$ cat src/rtl/cache_pkg.sv
// Shared types and constants for the direct-mapped MSI cache controller.
package cache_pkg;

  localparam int ADDR_W = 8;
  localparam int DATA_W = 8;

  // MSI coherence state held per line
  typedef enum logic [1:0] {
    MSI_I = 2'd0,
    MSI_S = 2'd1,
    MSI_M = 2'd2
  } msiState_t;

  // Directory request opcodes as they appear on dirReqOp
  typedef enum logic [1:0] {
    OP_RD_MISS   = 2'd0,
    OP_WR_MISS   = 2'd1,
    OP_UPGRADE   = 2'd2,
    OP_WRITEBACK = 2'd3
  } dirOp_t;

  // Controller FSM states
  typedef enum logic [1:0] {
    IDLE      = 2'd0,
    WB_REQ    = 2'd1,
    MISS_REQ  = 2'd2,
    WAIT_RESP = 2'd3
  } ctrlState_t;

endpackage

$ cat src/rtl/cache_line_array.sv
// Line storage: tag, data and MSI state per line. One synchronous write
// port, one combinational lookup port for the processor side, and a
// combinational lookup plus clear port for directory invalidations.
// A write and an invalidation clear to the same line in the same cycle
// resolve in favour of the write (the write carries the newer grant).
module cache_line_array
  import cache_pkg::*;
#(
  parameter  int LINES = 4,
  localparam int IDX_W = $clog2(LINES),
  localparam int TAG_W = ADDR_W - IDX_W
) (
  input  logic              clk,
  input  logic              reset,
  input  logic              wrEn,
  input  logic [IDX_W-1:0]  wrIdx,
  input  logic [TAG_W-1:0]  wrTag,
  input  logic [DATA_W-1:0] wrData,
  input  msiState_t         wrState,
  input  logic [IDX_W-1:0]  rdIdx,
  output logic [TAG_W-1:0]  rdTag,
  output logic [DATA_W-1:0] rdData,
  output msiState_t         rdState,
  input  logic [IDX_W-1:0]  invIdx,
  input  logic              invClr,
  output logic [TAG_W-1:0]  invTag,
  output logic [DATA_W-1:0] invData,
  output msiState_t         invState
);

  logic [LINES-1:0][TAG_W-1:0]  tagMem;
  logic [LINES-1:0][DATA_W-1:0] dataMem;
  logic [LINES-1:0][1:0]        stateMem;

  // Storage update: invalidation clear first, processor-side write last
  always_ff @(posedge clk or posedge reset) begin
    if (reset) begin
      tagMem   <= '0;
      dataMem  <= '0;
      stateMem <= '0;
    end else begin
      if (invClr) stateMem[invIdx] <= MSI_I;
      if (wrEn) begin
        tagMem[wrIdx]   <= wrTag;
        dataMem[wrIdx]  <= wrData;
        stateMem[wrIdx] <= wrState;
      end
    end
  end

  // Combinational lookups
  always_comb begin
    rdTag    = tagMem[rdIdx];
    rdData   = dataMem[rdIdx];
    rdState  = msiState_t'(stateMem[rdIdx]);
    invTag   = tagMem[invIdx];
    invData  = dataMem[invIdx];
    invState = msiState_t'(stateMem[invIdx]);
  end

endmodule

$ cat src/rtl/cache_controller.sv
// Direct-mapped MSI cache controller between a processor port and a
// directory. Optional hit/miss counters are enabled with CACHE_STATS_EN.
//
// Directory request handshake: dirReqValid with dirReqOp/Addr/Data is held
// stable from the cycle it rises until the cycle dirReqReady is sampled
// high; the transfer happens on that clock edge and the FSM advances.
// A pending UPGRADE whose line is invalidated meanwhile needs no special
// handling: the reply always installs tag, dataP and M, which is exactly
// WR_MISS completion.
module cache_controller
  import cache_pkg::*;
#(
  parameter int LINES = 4
) (
  input  logic              clk,
  input  logic              reset,
  input  logic              reqValidP,
  input  logic              operationP,
  input  logic [ADDR_W-1:0] addressP,
  input  logic [DATA_W-1:0] dataP,
  output logic              stallP,
  output logic [DATA_W-1:0] readDataP,
  output logic              readValidP,
  output logic              dirReqValid,
  output logic [1:0]        dirReqOp,
  output logic [ADDR_W-1:0] dirReqAddr,
  output logic [DATA_W-1:0] dirReqData,
  input  logic              dirReqReady,
  input  logic              dirRespValid,
  input  logic [DATA_W-1:0] dirRespData,
  input  logic              invValid,
  input  logic [ADDR_W-1:0] invAddr,
  output logic              invAck,
  output logic [DATA_W-1:0] invData,
  output logic              invDirty,
  output ctrlState_t        dbgState
`ifdef CACHE_STATS_EN
  ,
  output logic [15:0]       hitCount,
  output logic [15:0]       missCount
`endif
);

  localparam int IDX_W = $clog2(LINES);
  localparam int TAG_W = ADDR_W - IDX_W;

  ctrlState_t state, nextState;

  logic [IDX_W-1:0]  reqIdx;
  logic [TAG_W-1:0]  reqTag;
  logic [TAG_W-1:0]  rdTag, invTag;
  logic [DATA_W-1:0] rdData, invLineData;
  msiState_t         rdState, invState;
  logic              lineHit, invMatch, invClr;

  logic              wrEn;
  logic [IDX_W-1:0]  wrIdx;
  logic [TAG_W-1:0]  wrTag;
  logic [DATA_W-1:0] wrData;
  msiState_t         wrState;

  logic              readLoad, latchReq, latchWb, hitDone, missDone;
  logic [DATA_W-1:0] readLoadData;
  dirOp_t            nextOp;

  logic [ADDR_W-1:0] curAddr, wbAddr;
  logic [DATA_W-1:0] curData, wbData;
  logic              curWrite;
  dirOp_t            curOp;

  assign reqIdx   = addressP[IDX_W-1:0];
  assign reqTag   = addressP[ADDR_W-1:IDX_W];
  assign lineHit  = (rdState != MSI_I) && (rdTag == reqTag);
  assign invMatch = (invState != MSI_I) && (invTag == invAddr[ADDR_W-1:IDX_W]);
  assign invClr   = invValid && invMatch;
  assign dbgState = state;

  cache_line_array #(.LINES(LINES)) lines (
    .clk      (clk),
    .reset    (reset),
    .wrEn     (wrEn),
    .wrIdx    (wrIdx),
    .wrTag    (wrTag),
    .wrData   (wrData),
    .wrState  (wrState),
    .rdIdx    (reqIdx),
    .rdTag    (rdTag),
    .rdData   (rdData),
    .rdState  (rdState),
    .invIdx   (invAddr[IDX_W-1:0]),
    .invClr   (invClr),
    .invTag   (invTag),
    .invData  (invLineData),
    .invState (invState)
  );

  // FSM state register
  always_ff @(posedge clk or posedge reset) begin
    if (reset) state <= IDLE;
    else       state <= nextState;
  end

  // Next state, stall, line writes and directory request fields
  always_comb begin
    nextState    = state;
    stallP       = 1'b0;
    wrEn         = 1'b0;
    wrIdx        = curAddr[IDX_W-1:0];
    wrTag        = curAddr[ADDR_W-1:IDX_W];
    wrData       = curData;
    wrState      = MSI_I;
    readLoad     = 1'b0;
    readLoadData = '0;
    latchReq     = 1'b0;
    latchWb      = 1'b0;
    nextOp       = OP_RD_MISS;
    hitDone      = 1'b0;
    missDone     = 1'b0;
    dirReqValid  = 1'b0;
    dirReqOp     = OP_RD_MISS;
    dirReqAddr   = '0;
    dirReqData   = '0;
    case (state)
      IDLE: begin
        if (reqValidP) begin
          if (invValid) begin
            // invalidation goes first; request re-evaluated next cycle
            stallP = 1'b1;
          end else if (lineHit && !operationP) begin
            readLoad     = 1'b1;
            readLoadData = rdData;
            hitDone      = 1'b1;
          end else if (lineHit && rdState == MSI_M) begin
            wrEn    = 1'b1;
            wrIdx   = reqIdx;
            wrTag   = reqTag;
            wrData  = dataP;
            wrState = MSI_M;
            hitDone = 1'b1;
          end else begin
            stallP   = 1'b1;
            latchReq = 1'b1;
            if (lineHit) begin
              nextOp    = OP_UPGRADE;
              nextState = MISS_REQ;
            end else begin
              nextOp = operationP ? OP_WR_MISS : OP_RD_MISS;
              if (rdState == MSI_M) begin
                latchWb   = 1'b1;
                nextState = WB_REQ;
              end else begin
                nextState = MISS_REQ;
              end
            end
          end
        end
      end
      WB_REQ: begin
        stallP      = 1'b1;
        dirReqValid = 1'b1;
        dirReqOp    = OP_WRITEBACK;
        dirReqAddr  = wbAddr;
        dirReqData  = wbData;
        if (dirReqReady) begin
          wrEn      = 1'b1;
          wrIdx     = wbAddr[IDX_W-1:0];
          wrTag     = wbAddr[ADDR_W-1:IDX_W];
          wrData    = wbData;
          wrState   = MSI_I;
          nextState = MISS_REQ;
        end
      end
      MISS_REQ: begin
        stallP      = 1'b1;
        dirReqValid = 1'b1;
        dirReqOp    = curOp;
        dirReqAddr  = curAddr;
        dirReqData  = curWrite ? curData : '0;
        if (dirReqReady) nextState = WAIT_RESP;
      end
      WAIT_RESP: begin
        stallP = 1'b1;
        if (dirRespValid) begin
          stallP    = 1'b0;
          wrEn      = 1'b1;
          wrData    = curWrite ? curData : dirRespData;
          wrState   = curWrite ? MSI_M : MSI_S;
          readLoad  = !curWrite;
          readLoadData = dirRespData;
          missDone  = 1'b1;
          nextState = IDLE;
        end
      end
      default: nextState = IDLE;
    endcase
  end

  // Capture the request and victim when leaving IDLE so directory fields stay stable
  always_ff @(posedge clk or posedge reset) begin
    if (reset) begin
      curAddr  <= '0;
      curData  <= '0;
      curWrite <= 1'b0;
      curOp    <= OP_RD_MISS;
      wbAddr   <= '0;
      wbData   <= '0;
    end else begin
      if (latchReq) begin
        curAddr  <= addressP;
        curData  <= dataP;
        curWrite <= operationP;
        curOp    <= nextOp;
      end
      if (latchWb) begin
        wbAddr <= {rdTag, reqIdx};
        wbData <= rdData;
      end
    end
  end

  // Registered processor read return and invalidation acknowledge
  always_ff @(posedge clk or posedge reset) begin
    if (reset) begin
      readValidP <= 1'b0;
      readDataP  <= '0;
      invAck     <= 1'b0;
      invData    <= '0;
      invDirty   <= 1'b0;
    end else begin
      readValidP <= readLoad;
      if (readLoad) readDataP <= readLoadData;
      invAck   <= invValid;
      invData  <= invClr ? invLineData : '0;
      invDirty <= invClr && (invState == MSI_M);
    end
  end

`ifdef CACHE_STATS_EN
  // Saturating hit/miss counters
  always_ff @(posedge clk or posedge reset) begin
    if (reset) begin
      hitCount  <= '0;
      missCount <= '0;
    end else begin
      if (hitDone && hitCount != 16'hFFFF)   hitCount  <= hitCount + 16'd1;
      if (missDone && missCount != 16'hFFFF) missCount <= missCount + 16'd1;
    end
  end
`endif

endmodule

$ cat config.mk
export PLATFORM = sky130hd
export DESIGN_NAME = cache_controller
export DESIGN_NICKNAME = d
export VERILOG_FILES = /design/src/rtl/cache_pkg.sv /design/src/rtl/cache_line_array.sv /design/src/rtl/cache_controller.sv
export SDC_FILE = /design/constraint.sdc
export NUM_CORES = 1
export LEC_CHECK = 0
export ABC_AREA = 1
export CORE_MARGIN = 2
export CORE_UTILIZATION = 55
export DETAILED_ROUTE_END_ITERATION = 10
export HOLD_SLACK_MARGIN = 0.06
export PLACE_DENSITY_LB_ADDON = 0.12
export SLEW_MARGIN = 40
export SYNTH_ARGS = -nofsm -noshare
export SYNTH_HDL_FRONTEND = slang
export SYNTH_SLANG_ARGS = --single-unit
export TNS_END_PERCENT = 1
$ cat constraint.sdc
create_clock -name clk -period 4.9 [get_ports clk]
set_input_delay 1.225 -clock clk [delete_from_list [all_inputs] [get_ports clk]]
set_output_delay 1.225 -clock clk [all_outputs]
set_load 0.02 [all_outputs]
==> summary.txt <==
Outcome
  – Status: finished clean

Power
  – Total power: 5.55 mW
  – Power share of the sequential group: 30.4%
  – Combinational Power Share: 46.8%
  – Worst VDD drop: about 0.6 mV
  – Sw frac: 46.1%
  – Pwr/cell area: 626 mW/mm2
  – Clk pwr share: a little under a quarter
  – Psw: 2.56 mW
  – Lkg Pwr: around 4.3 nW
  – Cell internal pwr: 2.99 mW

Route
  – Total Wirelength: 22,200 um
  – DRT antenna net count: 0
  – Via density: 5.78
  – Number of DRC markers in iteration 0: 803
  – # DRC: 0
  – Drt pass-1 iters: 8
  – Via Count: 7,491
  – WL/cell: 17.1 um

Layout
  – Diodes inserted: 0
  – Fin area: 0.00887 mm2
  – Layout Nets: 1,156
  – Multi-input gate area: about 0.0036 mm2
  – Finished Layout Cells: 1,297
  – FILL cells: 1,098
  – Layout area overhead: 23.7%
  – Register area: 0.00300 mm2
  – Share of layout cells above drive strength 1: 8.53%

Global routing
  – Grt ovf: 0
  – Antenna violations before repair: 0
  – First-pass GRT wire length: 36,200 um
  – Largest net degree at the start of global routing: 72
  – Vias in the first global route: 6,895
  – Total GRT Usage: 32.8%

Die
  – Cell row count: 41
  – Core area: 0.0127 mm2
  – Initial Util: 56.6%
  – Die width: 118 um
  – IO Count: 80
  – Chip height: 118 um
  – Total die area: 0.0140 mm2

Placement
  – Buffers on Ports: 79
  – Cell Area, Placed: 0.00826 mm2
  – Dpl hpwl: approximately 15,000 um
  – Dpl ws: -0.0763 ns
  – Placer congestion estimate: 0.915
  – Placed cells: 1,265

STA
  – Max_slew headroom: 51.1%
  – Final Hold Viols: 0
  – Worst setup margin: around 0.29 ns
  – # setup viols final: 0
  – Fin crit share: a little over nine tenths
  – Fmax: about 220 MHz
  – Tightest Pin Transition: 0.726 ns
  – Post-layout minimum cycle time: 4.61 ns
  – Max-slew violation count: 0
  – RSZ-0062 raised after global routing: false
  – Clock skew: between 0.01 and 0.015 ns

Hold path
  – Hold Path Class: flip-flop to flip-flop

Synthesis
  – Post-synth net total: 1,072
  – Syn. warnings: 0
  – Average cell area after synthesis: 6.97 um2
  – #FFs+latches synth: 120
  – Netlist Area Pre-Place: between 0.007 and 0.008 mm2
  – Share of the yosys chip area belonging to registers: 41.9%
  – Post-synthesis instance total: 1,028
  – Synth unique cells: 42

Setup path
  – Crit path max fanout: 9
  – Critical Path Sink Type: output pin
  – Type of the worst setup path: input port to output pin
  – Critical Path RT: 3.67 ns
  – Crit path DAT: around 3.4 ns
  – Critical path launch point type: input port

Clocking
  – Post-CTS sizing: 2
  – CTS tree: built
  – Post-CTS Hold Buffers: 0
  – Setup bufs post-CTS: 0
  – Longest Clk Path Bufs: 2
  – CTS H-tree depth: 4
  – Clock slew at reported path FFs: around 0.06 ns
  – Clock insertion delay at the later pin of the skew report: 0.43 ns
  – CTS root buffer: clkbuf_16
  – Clock Sinks: 120
  – Cts bufs inserted: 17

Job
  – MaxCap Viol Count: 0
worst paths after layout:
kind | from | end | slack [ns] | cells after the start
min | curOp[0] | curOp[0] | 0.49 | 2
max in group asynchronous | reset | invData[6] | 2.82 | 3
min in group asynchronous | reset | lines.tagMem[9] | 1.25 | 2
max reg2reg | dbgState[1] | lines.stateMem[5] | 1.62 | 10
max | addressP[1] | stallP | 0.29 | 14
min reg2reg | curOp[0] | curOp[0] | 0.49 | 2
cells in the final DEF, fill, tap and decap left out, types with 3 or more instances in the layout:
cell             netlist  final
nor3_1                 3      3
o21bai_1               4      4
a22oi_1               12     12
a21oi_1               44     44
o21ai_0               90     90
clkdlybuf4s50_1        0     77
inv_1                 70     69
clkinv_1               4      4
dfrtp_1              120    120
nand3_1               87     87
nor2_4                 3      3
inv_2                  4      3
o211ai_1               7      7
a32o_1                 6      6
nor4_1                 8      8
clkinv_4               0      4
a31oi_1                5      5
nor2_2                 3      3
nor2_1                50     50
nand4_1               24     24
nand2_1              393    393
clkinvlp_4             0      4
clkbuf_16              0     17
buf_4                  4     37
ha_1                   5      4
or2_2                  4      4
o21a_1                 8      8
per-layer routing:
| metal | up-vias | routed length (um) | share of wire [%] | track usage (%) |
|---|---|---|---|---|
| li1 | 3567 | - | - | - |
| met1 | 3409 | 9470 | 43 | 47.5 |
| met2 | 468 | 9580 | 43 | 47.9 |
| met3 | 47 | 2760 | 12 | 8.16 |
| met4 | 0 | 409 | 1.8 | 11.1 |
| met5 | - | 0 | 0 | 0 |
kinds of logic after synthesis:
logic type | count (synthesis) | synth area share [%]
xor gates and xnor gates | 2 | 0.244
adders and majority gates | 5 | 0.873
DFF | 120 | 41.9
and+or+nand+nor | 581 | 34.2
AOI/OAI and AO/OA | 189 | 15.4
buffers and inverters | 131 | 7.31
area by class of cell:
type                    instances  share of cell area [%]
clock buffers                  17                    4.80
clock inverters                15                    1.92
inverters                      78                    3.36
multi-input cells             777                    41.1
flip-flops and latches        120                    33.9
well taps                     172                    2.43
repair buffers                118                    12.5
sequential cells by signal (all words and copies together), names as in the netlist:
signal and cells:
curAddr 8, curData 8, curOp 2, curWrite 1, dbgState 2, invAck 1, invData 8, invDirty 1
lines.dataMem 32, lines.stateMem 8, lines.tagMem 24, readDataP 8, readValidP 1, wbAddr 8, wbData 8
critical path, cell delays in order:
cell,delay (ns)
clkdlybuf4s50_1,0.49
buf_4,0.19
nand3_1,0.11
nand2_1,0.10
nand2_1,0.05
nand2_1,0.07
inv_1,0.04
nor2_1,0.19
nand2_1,0.11
nor2_1,0.15
a21oi_1,0.08
nor2_1,0.11
o22ai_1,0.10
dlygate4sd2_1,0.35
cell usage after synthesis, drive strengths merged:
library cell  count  area (um2)
nand3            89         463
dfrtp           120        3000
a221oi            1        8.76
clkbuf           34         128
nand3b            1        11.3
ha                5        62.6
inv              74         278
a22oi            12        90.1
nor4              8        50.1
xnor2             2        17.5
o21ai            91         455
a32o              6        60.1
nor2             56         240
nor3              3        15.0
a31oi             5        31.3
nand2           394        1480
a32oi             2        17.5
clkinv            4        15.0
nand4            25         163
o221ai            1        8.76
and3              1        6.26
a21oi            47         254
or2               4        25.0
o22ai             2        12.5
o21bai            5        41.3
a21o              2        15.0
o211ai            7        52.6
buf              19         104
o21a              8        60.1
through the flow:
step	TNS (ns)	utilization, %	hold WS, ns
after floorplan	0	-	0.442
after global placement	-0.0438	65.2	0.460
after CTS	0	69.9	0.483
final	0	70.0	0.486
after global routing	0	70.0	0.512
after detailed placement	-0.0763	65.2	0.468
power groups by stage:
stage	clock network [mW]	logic (mW)	registers (mW)
5_1_grt	1.31	2.86	1.73
4_1_cts	1.27	2.56	1.67
3_3_place_gp	0	2.50	1.68
2_1_floorplan	0	1.63	1.64
6_report	1.27	2.60	1.69
3_5_place_dp	0	2.54	1.68
Power figures use the tool's default switching activity.
